[src/rtl/motion_bbox.sv]
// Motion bounding box over a binary mask video stream; 1-cycle video latency, no backpressure.
// Perimeter overlay of the latched box is compiled in only with MOTION_BBOX_OVERLAY_EN.
`timescale 1ns/1ps
module motion_bbox #(
  parameter int          X_W       = 12,
  parameter int          MIN_PIX   = 64,
  parameter logic [23:0] BOX_COLOR = 24'hFF0000
) (
  input  logic             pclk,
  input  logic             rst,
  input  logic [23:0]      s_pData,
  input  logic             s_pVDE,
  input  logic             s_pHSync,
  input  logic             s_pVSync,
  output logic [23:0]      m_pData,
  output logic             m_pVDE,
  output logic             m_pHSync,
  output logic             m_pVSync,
  output logic [X_W-1:0]   box_xmin,
  output logic [X_W-1:0]   box_xmax,
  output logic [X_W-1:0]   box_ymin,
  output logic [X_W-1:0]   box_ymax,
  output logic [2*X_W-1:0] pix_count,
  output logic             motion_det,
  output logic             box_valid,
  output logic             frame_done
);

  typedef enum logic [1:0] {S_SYNC, S_ACTIVE, S_LATCH} state_t;

  localparam logic [X_W-1:0]   C_XSAT    = '1;
  localparam logic [2*X_W-1:0] C_CSAT    = '1;
  localparam logic [2*X_W-1:0] C_MIN_CNT = (2*X_W)'(MIN_PIX);

  state_t             r_state, w_state_nxt;
  logic               r_vde_d, r_vs_d;
  logic [X_W-1:0]     r_x, r_y;
  logic [X_W-1:0]     r_run_xmin, r_run_xmax, r_run_ymin, r_run_ymax;
  logic [2*X_W-1:0]   r_run_cnt;
  logic [X_W-1:0]     r_box_xmin, r_box_xmax, r_box_ymin, r_box_ymax;
  logic [2*X_W-1:0]   r_pix_count;
  logic               r_motion_det, r_box_valid, r_frame_done;
  logic [23:0]        r_m_data;
  logic               r_m_vde, r_m_hs, r_m_vs;

  logic               w_set, w_vs_rise, w_vde_fall, w_latch, w_accum;
  logic [23:0]        w_pix_out;

  assign w_set      = s_pVDE && (s_pData != '0);
  assign w_vs_rise  = s_pVSync && !r_vs_d;
  assign w_vde_fall = !s_pVDE && r_vde_d;
  assign w_latch    = (r_state == S_LATCH);
  // The closing VSync edge cycle is still ACTIVE, so a coincident pixel lands in the old frame.
  assign w_accum    = (r_state == S_ACTIVE) && w_set;

  always_ff @(posedge pclk) begin
    if (rst) r_state <= S_SYNC;
    else     r_state <= w_state_nxt;
  end

  always_comb begin
    w_state_nxt = r_state;
    case (r_state)
      S_SYNC:   if (w_vs_rise) w_state_nxt = S_ACTIVE;
      S_ACTIVE: if (w_vs_rise) w_state_nxt = S_LATCH;
      S_LATCH:  w_state_nxt = S_ACTIVE;
      default:  w_state_nxt = S_SYNC;
    endcase
  end

  always_ff @(posedge pclk) begin
    if (rst || w_latch) begin
      r_x <= '0;
      r_y <= '0;
    end else begin
      if (s_pVDE) begin
        if (r_x != C_XSAT) r_x <= r_x + 1'b1;
      end else if (r_vde_d) begin
        r_x <= '0;
      end
      if (w_vs_rise)                          r_y <= '0;
      else if (w_vde_fall && r_y != C_XSAT)   r_y <= r_y + 1'b1;
    end
  end

  always_ff @(posedge pclk) begin
    if (rst || w_latch) begin
      r_run_xmin <= '1;
      r_run_xmax <= '0;
      r_run_ymin <= '1;
      r_run_ymax <= '0;
      r_run_cnt  <= '0;
    end else if (w_accum) begin
      if (r_x < r_run_xmin) r_run_xmin <= r_x;
      if (r_x > r_run_xmax) r_run_xmax <= r_x;
      if (r_y < r_run_ymin) r_run_ymin <= r_y;
      if (r_y > r_run_ymax) r_run_ymax <= r_y;
      if (r_run_cnt != C_CSAT) r_run_cnt <= r_run_cnt + 1'b1;
    end
  end

  // An empty frame reports a zero box rather than the all-ones min sentinels.
  always_ff @(posedge pclk) begin
    if (rst) begin
      r_box_xmin   <= '0;
      r_box_xmax   <= '0;
      r_box_ymin   <= '0;
      r_box_ymax   <= '0;
      r_pix_count  <= '0;
      r_motion_det <= 1'b0;
      r_box_valid  <= 1'b0;
      r_frame_done <= 1'b0;
    end else begin
      r_frame_done <= w_latch;
      if (w_latch) begin
        r_box_xmin   <= (r_run_cnt == '0) ? '0 : r_run_xmin;
        r_box_xmax   <= r_run_xmax;
        r_box_ymin   <= (r_run_cnt == '0) ? '0 : r_run_ymin;
        r_box_ymax   <= r_run_ymax;
        r_pix_count  <= r_run_cnt;
        r_motion_det <= (r_run_cnt >= C_MIN_CNT);
        r_box_valid  <= (r_run_cnt != '0);
      end
    end
  end

`ifdef MOTION_BBOX_OVERLAY_EN
  logic w_on_vedge, w_on_hedge;
  assign w_on_vedge = (r_x == r_box_xmin || r_x == r_box_xmax) &&
                      (r_y >= r_box_ymin) && (r_y <= r_box_ymax);
  assign w_on_hedge = (r_y == r_box_ymin || r_y == r_box_ymax) &&
                      (r_x >= r_box_xmin) && (r_x <= r_box_xmax);
  assign w_pix_out  = !s_pVDE ? 24'h0 :
                      (r_box_valid && (w_on_vedge || w_on_hedge)) ? BOX_COLOR : s_pData;
`else
  assign w_pix_out  = s_pVDE ? s_pData : 24'h0;
`endif

  always_ff @(posedge pclk) begin
    if (rst) begin
      r_vde_d  <= 1'b0;
      r_vs_d   <= 1'b0;
      r_m_data <= '0;
      r_m_vde  <= 1'b0;
      r_m_hs   <= 1'b0;
      r_m_vs   <= 1'b0;
    end else begin
      r_vde_d  <= s_pVDE;
      r_vs_d   <= s_pVSync;
      r_m_data <= w_pix_out;
      r_m_vde  <= s_pVDE;
      r_m_hs   <= s_pHSync;
      r_m_vs   <= s_pVSync;
    end
  end

  assign m_pData    = r_m_data;
  assign m_pVDE     = r_m_vde;
  assign m_pHSync   = r_m_hs;
  assign m_pVSync   = r_m_vs;
  assign box_xmin   = r_box_xmin;
  assign box_xmax   = r_box_xmax;
  assign box_ymin   = r_box_ymin;
  assign box_ymax   = r_box_ymax;
  assign pix_count  = r_pix_count;
  assign motion_det = r_motion_det;
  assign box_valid  = r_box_valid;
  assign frame_done = r_frame_done;

endmodule
[config.mk]
export PLATFORM = sky130hd
export DESIGN_NAME = motion_bbox
export DESIGN_NICKNAME = d
export VERILOG_FILES = /design/src/rtl/motion_bbox.sv
export SDC_FILE = /design/constraint.sdc
export NUM_CORES = 1
export LEC_CHECK = 0
export ABC_AREA = 1
export BUFFER_PORTS_ARGS = -buffer_cell sky130_fd_sc_hd__buf_2
export CAP_MARGIN = 0
export CORE_UTILIZATION = 50
export DETAILED_ROUTE_END_ITERATION = 6
export PLACE_DENSITY = 0.69
export SLEW_MARGIN = 20
export SYNTH_ARGS = -nofsm -noshare
export SYNTH_HDL_FRONTEND = slang
export SYNTH_SLANG_ARGS = --single-unit
[constraint.sdc]
create_clock -name pclk -period 2.1 [get_ports pclk]
set_input_delay 0.105 -clock pclk [delete_from_list [all_inputs] [get_ports pclk]]
set_output_delay 0.105 -clock pclk [all_outputs]
set_load 0.005 [all_outputs]
==> summary.txt, run 1 <==
Synthesis
  – Syn nets: about 1.4k
  – Seq/Total Area, Yosys: 42.5%
  – Synth Area per Inst: 7.14 um2
  – Top cells by area, synth: dfxtp_1, nand2_1, nor2_1
  – Synth Cell Area: between 0.009 and 0.01 mm2
  – Mapped Cells: between 1k and 1.5k
  – Netlist cell types: 36
  – Synth Register Bits: 200
  – Post-synth top area share: 42.5%
  – Cell taking the most area after synthesis: dfxtp_1
  – Ys Warns: 0

Power
  – Power share of the combinational group: between 10% and 20%
  – Sw frac: between 20% and 30%
  – Switch Pwr: ~2200 uW
  – Internal power: between 5000 and 6000 uW
  – Total power: 8100 uW
  – Static leakage: 0.00538 uW
  – Clock group share of total power: 38.4%
  – Max VDD drop: 597 uV
  – Flop pwr share: between 40% and 50%
  – PD cells: 712 mW/mm2

Floorplan
  – Total Die Area: 0.0194 mm2
  – I/O pins: roughly 130
  – Initial Util: between 50 and 60%
  – Die Y: 139 um
  – Chip width: 139 um
  – FP Rows: 49
  – Core area: 0.0182 mm2

Timing
  – Worst slew margin relative to its limit: 49.7%
  – Fin crit share: 92.9%
  – Fmax: slightly above 500 MHz
  – RSZ-0062 raised after global routing: false
  – Slew Limit Fails: 0
  – Tmin final: 1.95 ns
  – Post-route setup slack: 0.148 ns
  – Endpoints failing hold: 0
  – Layout Skew: 0.0120 ns
  – Endpoints failing setup: 0
  – Slew @ Worst Pin: between 0.7 and 0.8 ns

Route
  – # DRC: 0
  – 1st-pass router iterations: 5
  – Post-DR vias/cell: slightly above 5
  – Routed Antenna Nets: 0
  – Drt first-iter violations: 631
  – DR WL/cell: 13.6 um
  – Vias: 8,861
  – Drt total wl: around 24,000 um

Clocking
  – CTS tree: yes
  – Clk_lat worst skew: 0.43 ns
  – CTS Buf Count: 17
  – Root buffer cell: clkbuf_16
  – Worst-path clk slew: 0.07 ns
  – Setup Buffers After CTS: 0
  – H-tree depth: 4
  – Clock sinks: 200
  – Clk buf depth: 2

Final layout
  – # fillers: 1,708
  – Final net count: roughly 1.6k
  – Layout cells sized above 1: 17.7%
  – P&R area growth vs syn: 20.6%

Worst setup path
  – Cell Chain, Critical Path: ha_2, nand3_2, inv_2, nand2_2, nor2_4, nand3_2, inv_1, nor2_4, buf_4, nand2_1, a21oi_2
  – Number of buffers and inverters on the critical path: 3
  – Worst path required time: 2.39 ns
  – CP endpoint kind: flip-flop
  – R2R Setup Slk: 0.15 ns
  – Critical Path AT: 2.25 ns
  – Depth of the worst register-to-register path: 11
  – CP endpoint: r_run_cnt[17]
  – Critical Path Stages: 11
  – RR Startpoint: r_run_cnt[0]
  – CP startpoint kind: flip-flop
  – Max incr delay on CP: slightly below 0.4 ns
  – Setup CP Type: flip-flop to flip-flop
  – Slowest-stage cell, CP: dfxtp_2
  – CP Max Fanout: 24
  – Critical R2R Capture: r_run_cnt[17]
  – Critical path's top delay family: simple AND/OR/NAND/NOR gates
  – CP Launch Point: r_run_cnt[0]

Min path
  – Worst min-delay path class: input pin to flip-flop
  – Hold Path Cell Cnt: 3

GRT
  – Remaining global-route overflow: 0
  – Pin count of the biggest net entering global routing: 126
  – Global-route wire length before repair: 39,500 um
  – Initial antenna violation count: 1
  – Total GRT Usage: 25.1%
  – Vias in the first global route: 8,281

Run
  – Max-cap violations: 0

Run status
  – Run status: finished clean

Placed design
  – RD Place Congestion: 0.862
  – DP Wirelength: 16,400 um
  – Worst slack, placed: -0.0450 ns
  – Port buffer count: 130
## area by class of cell
cell class | count | area [um2] | area share, %
Antenna cell | 1 | 2.50 | 0.0220
Tap cell | 229 | 287 | 2.52
Clock buffer | 22 | 464 | 4.08
Timing Repair Buffer | 209 | 1330 | 11.7
Multi-Input combinational cell | 914 | 4610 | 40.6
Sequential cell | 200 | 4010 | 35.2
Clock inverter | 10 | 83.8 | 0.737
Inverter | 156 | 586 | 5.15
## how the worst min path moves through the flow
stage / startpoint / end / slack, ns
3_3_place_gp: s_pVSync / m_pVSync / 0.32
2_1_floorplan: s_pHSync / m_pHSync / 0.21
5_1_grt: s_pVDE / r_x[2] / 0.03
3_5_place_dp: s_pVSync / m_pVSync / 0.33
6_report: s_pVDE / r_x[2] / 0.04
4_1_cts: s_pVDE / r_x[6] / 0.008
## worst register-to-register path: cells and delay by family (launching register included)
family / cells / cell delay (ns)
buffers and inverters: 3 / 0.47
AND/OR/NAND/NOR: 6 / 0.66
adder cells (fa/ha/maj): 1 / 0.24
flip-flops: 1 / 0.39
AO/OA/AOI/OAI: 1 / 0.05
## cells in the mapped netlist
| cell | number |
|---|---|
| nand3_4 | 1 |
| nand2_1 | 366 |
| clkbuf_1 | 29 |
| o21a_1 | 2 |
| o21bai_1 | 2 |
| buf_12 | 1 |
| inv_2 | 6 |
| nor2_1 | 172 |
| nor4_1 | 1 |
| nand3_1 | 89 |
| a21oi_1 | 39 |
| nor2_2 | 1 |
| xor2_1 | 20 |
| o21ai_0 | 78 |
| ha_1 | 50 |
| nand3b_1 | 2 |
| a211oi_1 | 1 |
| nor3_1 | 10 |
| dfxtp_1 | 200 |
| nand3_2 | 2 |
| buf_1 | 4 |
| nor3_2 | 1 |
| buf_2 | 11 |
| nand4_1 | 33 |
| inv_1 | 150 |
| nand2_2 | 12 |
| or2_2 | 1 |
| nor2_4 | 5 |
| buf_8 | 1 |
| o21ai_1 | 2 |
| clkbuf_2 | 1 |
| a22o_1 | 3 |
| buf_6 | 3 |
| a21o_1 | 1 |
| buf_4 | 1 |
| a21oi_2 | 20 |
## through the flow
| stage | instances | hold slack (ns) | cell area [um2] | util (%) | TNS, ns |
|---|---|---|---|---|---|
| finish | 1741 | 0.0368 | 11400 | 62.4 | 0 |
| global route | 1741 | 0.0276 | 11400 | 62.4 | 0 |
| CTS | 1740 | 0.00841 | 11300 | 62.2 | 0 |
| detailed placement | 1679 | 0.328 | 10500 | 57.6 | -0.383 |
| global placement | 1679 | 0.322 | 10500 | 57.6 | 0 |
| floorplan | 1321 | 0.212 | 9430 | - | 0 |
## layer usage
| metal | up-vias | wire length, um | global-route usage [%] |
|---|---|---|---|
| li1 | 4550 | - | - |
| met1 | 4058 | 10900 | 32.0 |
| met2 | 211 | 11300 | 42.4 |
| met3 | 42 | 952 | 4.58 |
| met4 | 0 | 580 | 8.89 |
| met5 | - | 0 | 0 |
## logic make-up after synthesis
family	Yosys count	share of synthesized area (%)
and+or+nand+nor	696	31.1
buffers and inverters	207	8.97
DFF	200	42.5
AOI/OAI and AO/OA	148	8.93
adders and majority gates	50	6.64
xor gates and xnor gates	20	1.86
## placed cells by master, fill, tap and decap left out, types with 39 or more instances in the layout
cell	Yosys	routed
buf_2	11	130
a21oi_1	39	39
nand3_1	89	89
buf_4	1	49
nor2_1	172	170
o21ai_0	78	78
nand2_1	366	362
dfxtp_1	200	198
inv_1	150	150
ha_1	50	49
## power groups by stage
| stage | clock (uW) | combinational (uW) | sequential (uW) |
|---|---|---|---|
| after floorplan | 0 | 688 | 4040 |
| after global placement | 0 | 938 | 4050 |
| after detailed placement | 0 | 955 | 4050 |
| after CTS | 3170 | 1010 | 3960 |
| after global routing | 3320 | 1190 | 3970 |
| final | 3110 | 1030 | 3960 |
## what timing repair did
item / in CTS / in global routing
hold endpoints to repair: 27 / 0
endpoints found under the setup margin: 16 / 64
hold buffers: 29 / 0
cloned: 0 / 0
resized for setup: 2 / 10
No activity file was read; power rests on OpenSTA's default activity.
==> run 2: changes to the inputs <==
Settings changed: SETUP_SLACK_MARGIN set to 0.4.
==> run 2 against run 1 <==
  * Utilization rose by 10 points
  * Global-route usage up 1.3 points
  * Total power grew 8.8%
  * Maximum frequency grew 6.6%
  * Cell area rose by 16%
  * Highest routed layer unchanged
==> summary.txt, run 2 (synthesis gave the netlist of run 1 again) <==
GRT
  – Remaining global-route overflow: 0
  – Vias in the first global route: between 8k and 9k
  – Pin count of the biggest net entering global routing: 126
  – Global-route wire length before repair: 41,500 um
  – Total GRT Usage: 26.4%
  – Initial antenna violation count: 0

Route
  – Drt first-iter violations: approximately 900
  – DR WL/cell: 16.0 um
  – Routed Antenna Nets: 0
  – 1st-pass router iterations: 7
  – Drt total wl: roughly 29,000 um
  – Vias: 9,704
  – # DRC: 0
  – Post-DR vias/cell: 5.40

Timing
  – Layout Skew: 0.0121 ns
  – Slew @ Worst Pin: 0.753 ns
  – Post-route setup slack: 0.269 ns
  – Final hold slack: 0.0481 ns
  – Slew Limit Fails: 0
  – Fmax: 546 MHz
  – Worst slew margin relative to its limit: 49.7%
  – Tmin final: 1.83 ns
  – Fin crit share: 87.2%
  – Endpoints failing hold: 0
  – Endpoints failing setup: 0
  – RSZ-0062 raised after global routing: true

Final layout
  – P&R area growth vs syn: 40.4%
  – Ant diodes: 0
  – Layout cells sized above 1: 35.8%
  – Final net count: 1,634
  – Commonest cells after routing, fill and taps aside: nand2_1, dfxtp_1, inv_1, buf_2, nor2_1
  – Most common cell after layout, fill and taps aside: nand2_1

Worst setup path
  – Worst path required time: about 2.4 ns
  – RR Startpoint: r_x[11]
  – CP startpoint kind: flip-flop
  – CP Launch Point: r_x[11]
  – CP Max Fanout: 6
  – Setup CP Type: flip-flop to flip-flop
  – Critical Path AT: 2.13 ns
  – CP endpoint kind: flip-flop

Placed design
  – Worst slack, placed: -0.0450 ns
  – RD Place Congestion: ~0.86
  – DP Wirelength: approximately 16,000 um
  – Port buffer count: 130

Clocking
  – CTS tree: yes
  – Clk_lat worst skew: 0.44 ns
  – Worst-path clk slew: 0.07 ns
  – Root buffer cell: clkbuf_16
  – Clock sinks: 200
  – H-tree depth: 4
  – CTS Buf Count: 17
  – Clk buf depth: 2

Power
  – Static leakage: approximately 0.006 uW
  – Max VDD drop: roughly 650 uV
  – Total power: 8810 uW
  – PD cells: 666 mW/mm2

Floorplan
  – Initial Util: 51.8%
  – Die Y: ~140 um
  – Core area: 0.0182 mm2
  – I/O pins: 131
  – FP Rows: 49
  – Chip width: approximately 140 um
  – Total Die Area: 0.0194 mm2

Run status
  – Run status: finished clean

Min path
  – Worst min-delay path class: input pin to flip-flop
  – Hold_sp: s_pVDE

Run
  – Max-cap violations: 0
-- run 2: worst max-delay path, stage by stage, from the launching register on --
cell     delay (ns)
dfxtp_4        0.36
buf_6          0.13
ha_4           0.28
nand2_4        0.05
nor2_4         0.11
nand2_2        0.09
nor2_2         0.10
nand2_1        0.09
nand2_4        0.12
nor2_4         0.06
buf_8          0.16
nand2_2        0.07
nand3_2        0.06
-- run 2: area by class of cell --
type / instances / area [um2]
multi-input combinational: 915 / 5710
fill: 1341 / 4980
sequential: 200 / 4080
timing repair buffer: 265 / 2010
inverter: 156 / 596
clock buffer: 22 / 464
tap: 229 / 287
clock inverter: 10 / 83.8
-- run 2: worst paths after layout --
check                   endpoint  cells past startpoint  slack [ns]
setup / recovery  r_run_xmin[10]                     12        0.27
hold / removal            r_x[6]                      3        0.05
setup reg to reg  r_run_xmin[10]                     12        0.27
hold reg to reg        box_valid                      2        0.45
-- run 2: where the power goes --
part           switching [uW]  internal [uW]
combinational             997            686
clock                    1540           1610
sequential               76.4           3900
-- run 2: layer usage --
| metal | track usage, % | vias to the layer above | wire [um] |
|---|---|---|---|
| met5 | 0 | - | 0 |
| met4 | 11.5 | 0 | 1010 |
| met3 | 4.23 | 91 | 1530 |
| met2 | 44.4 | 378 | 14200 |
| met1 | 33.4 | 4566 | 12000 |
| li1 | - | 4669 | - |
-- run 2: what timing repair did --
action	in CTS	in global routing
setup endpoints to repair	95	121
pin swaps	26	81
gates resized for setup	123	251
hold buffers	29	0
cloned	4	8
hold endpoints to repair	27	0
setup buffers	18	27
-- run 2: metrics by stage --
step | TNS (ns) | area, um2 | cells | util, %
2_1_floorplan | 0 | 9430 | 1321 | -
3_3_place_gp | 0 | 10500 | 1679 | 57.6
3_5_place_dp | -0.383 | 10500 | 1679 | 57.6
4_1_cts | 0 | 11900 | 1762 | 65.6
5_1_grt | 0 | 13200 | 1797 | 72.7
6_report | 0 | 13200 | 1797 | 72.7
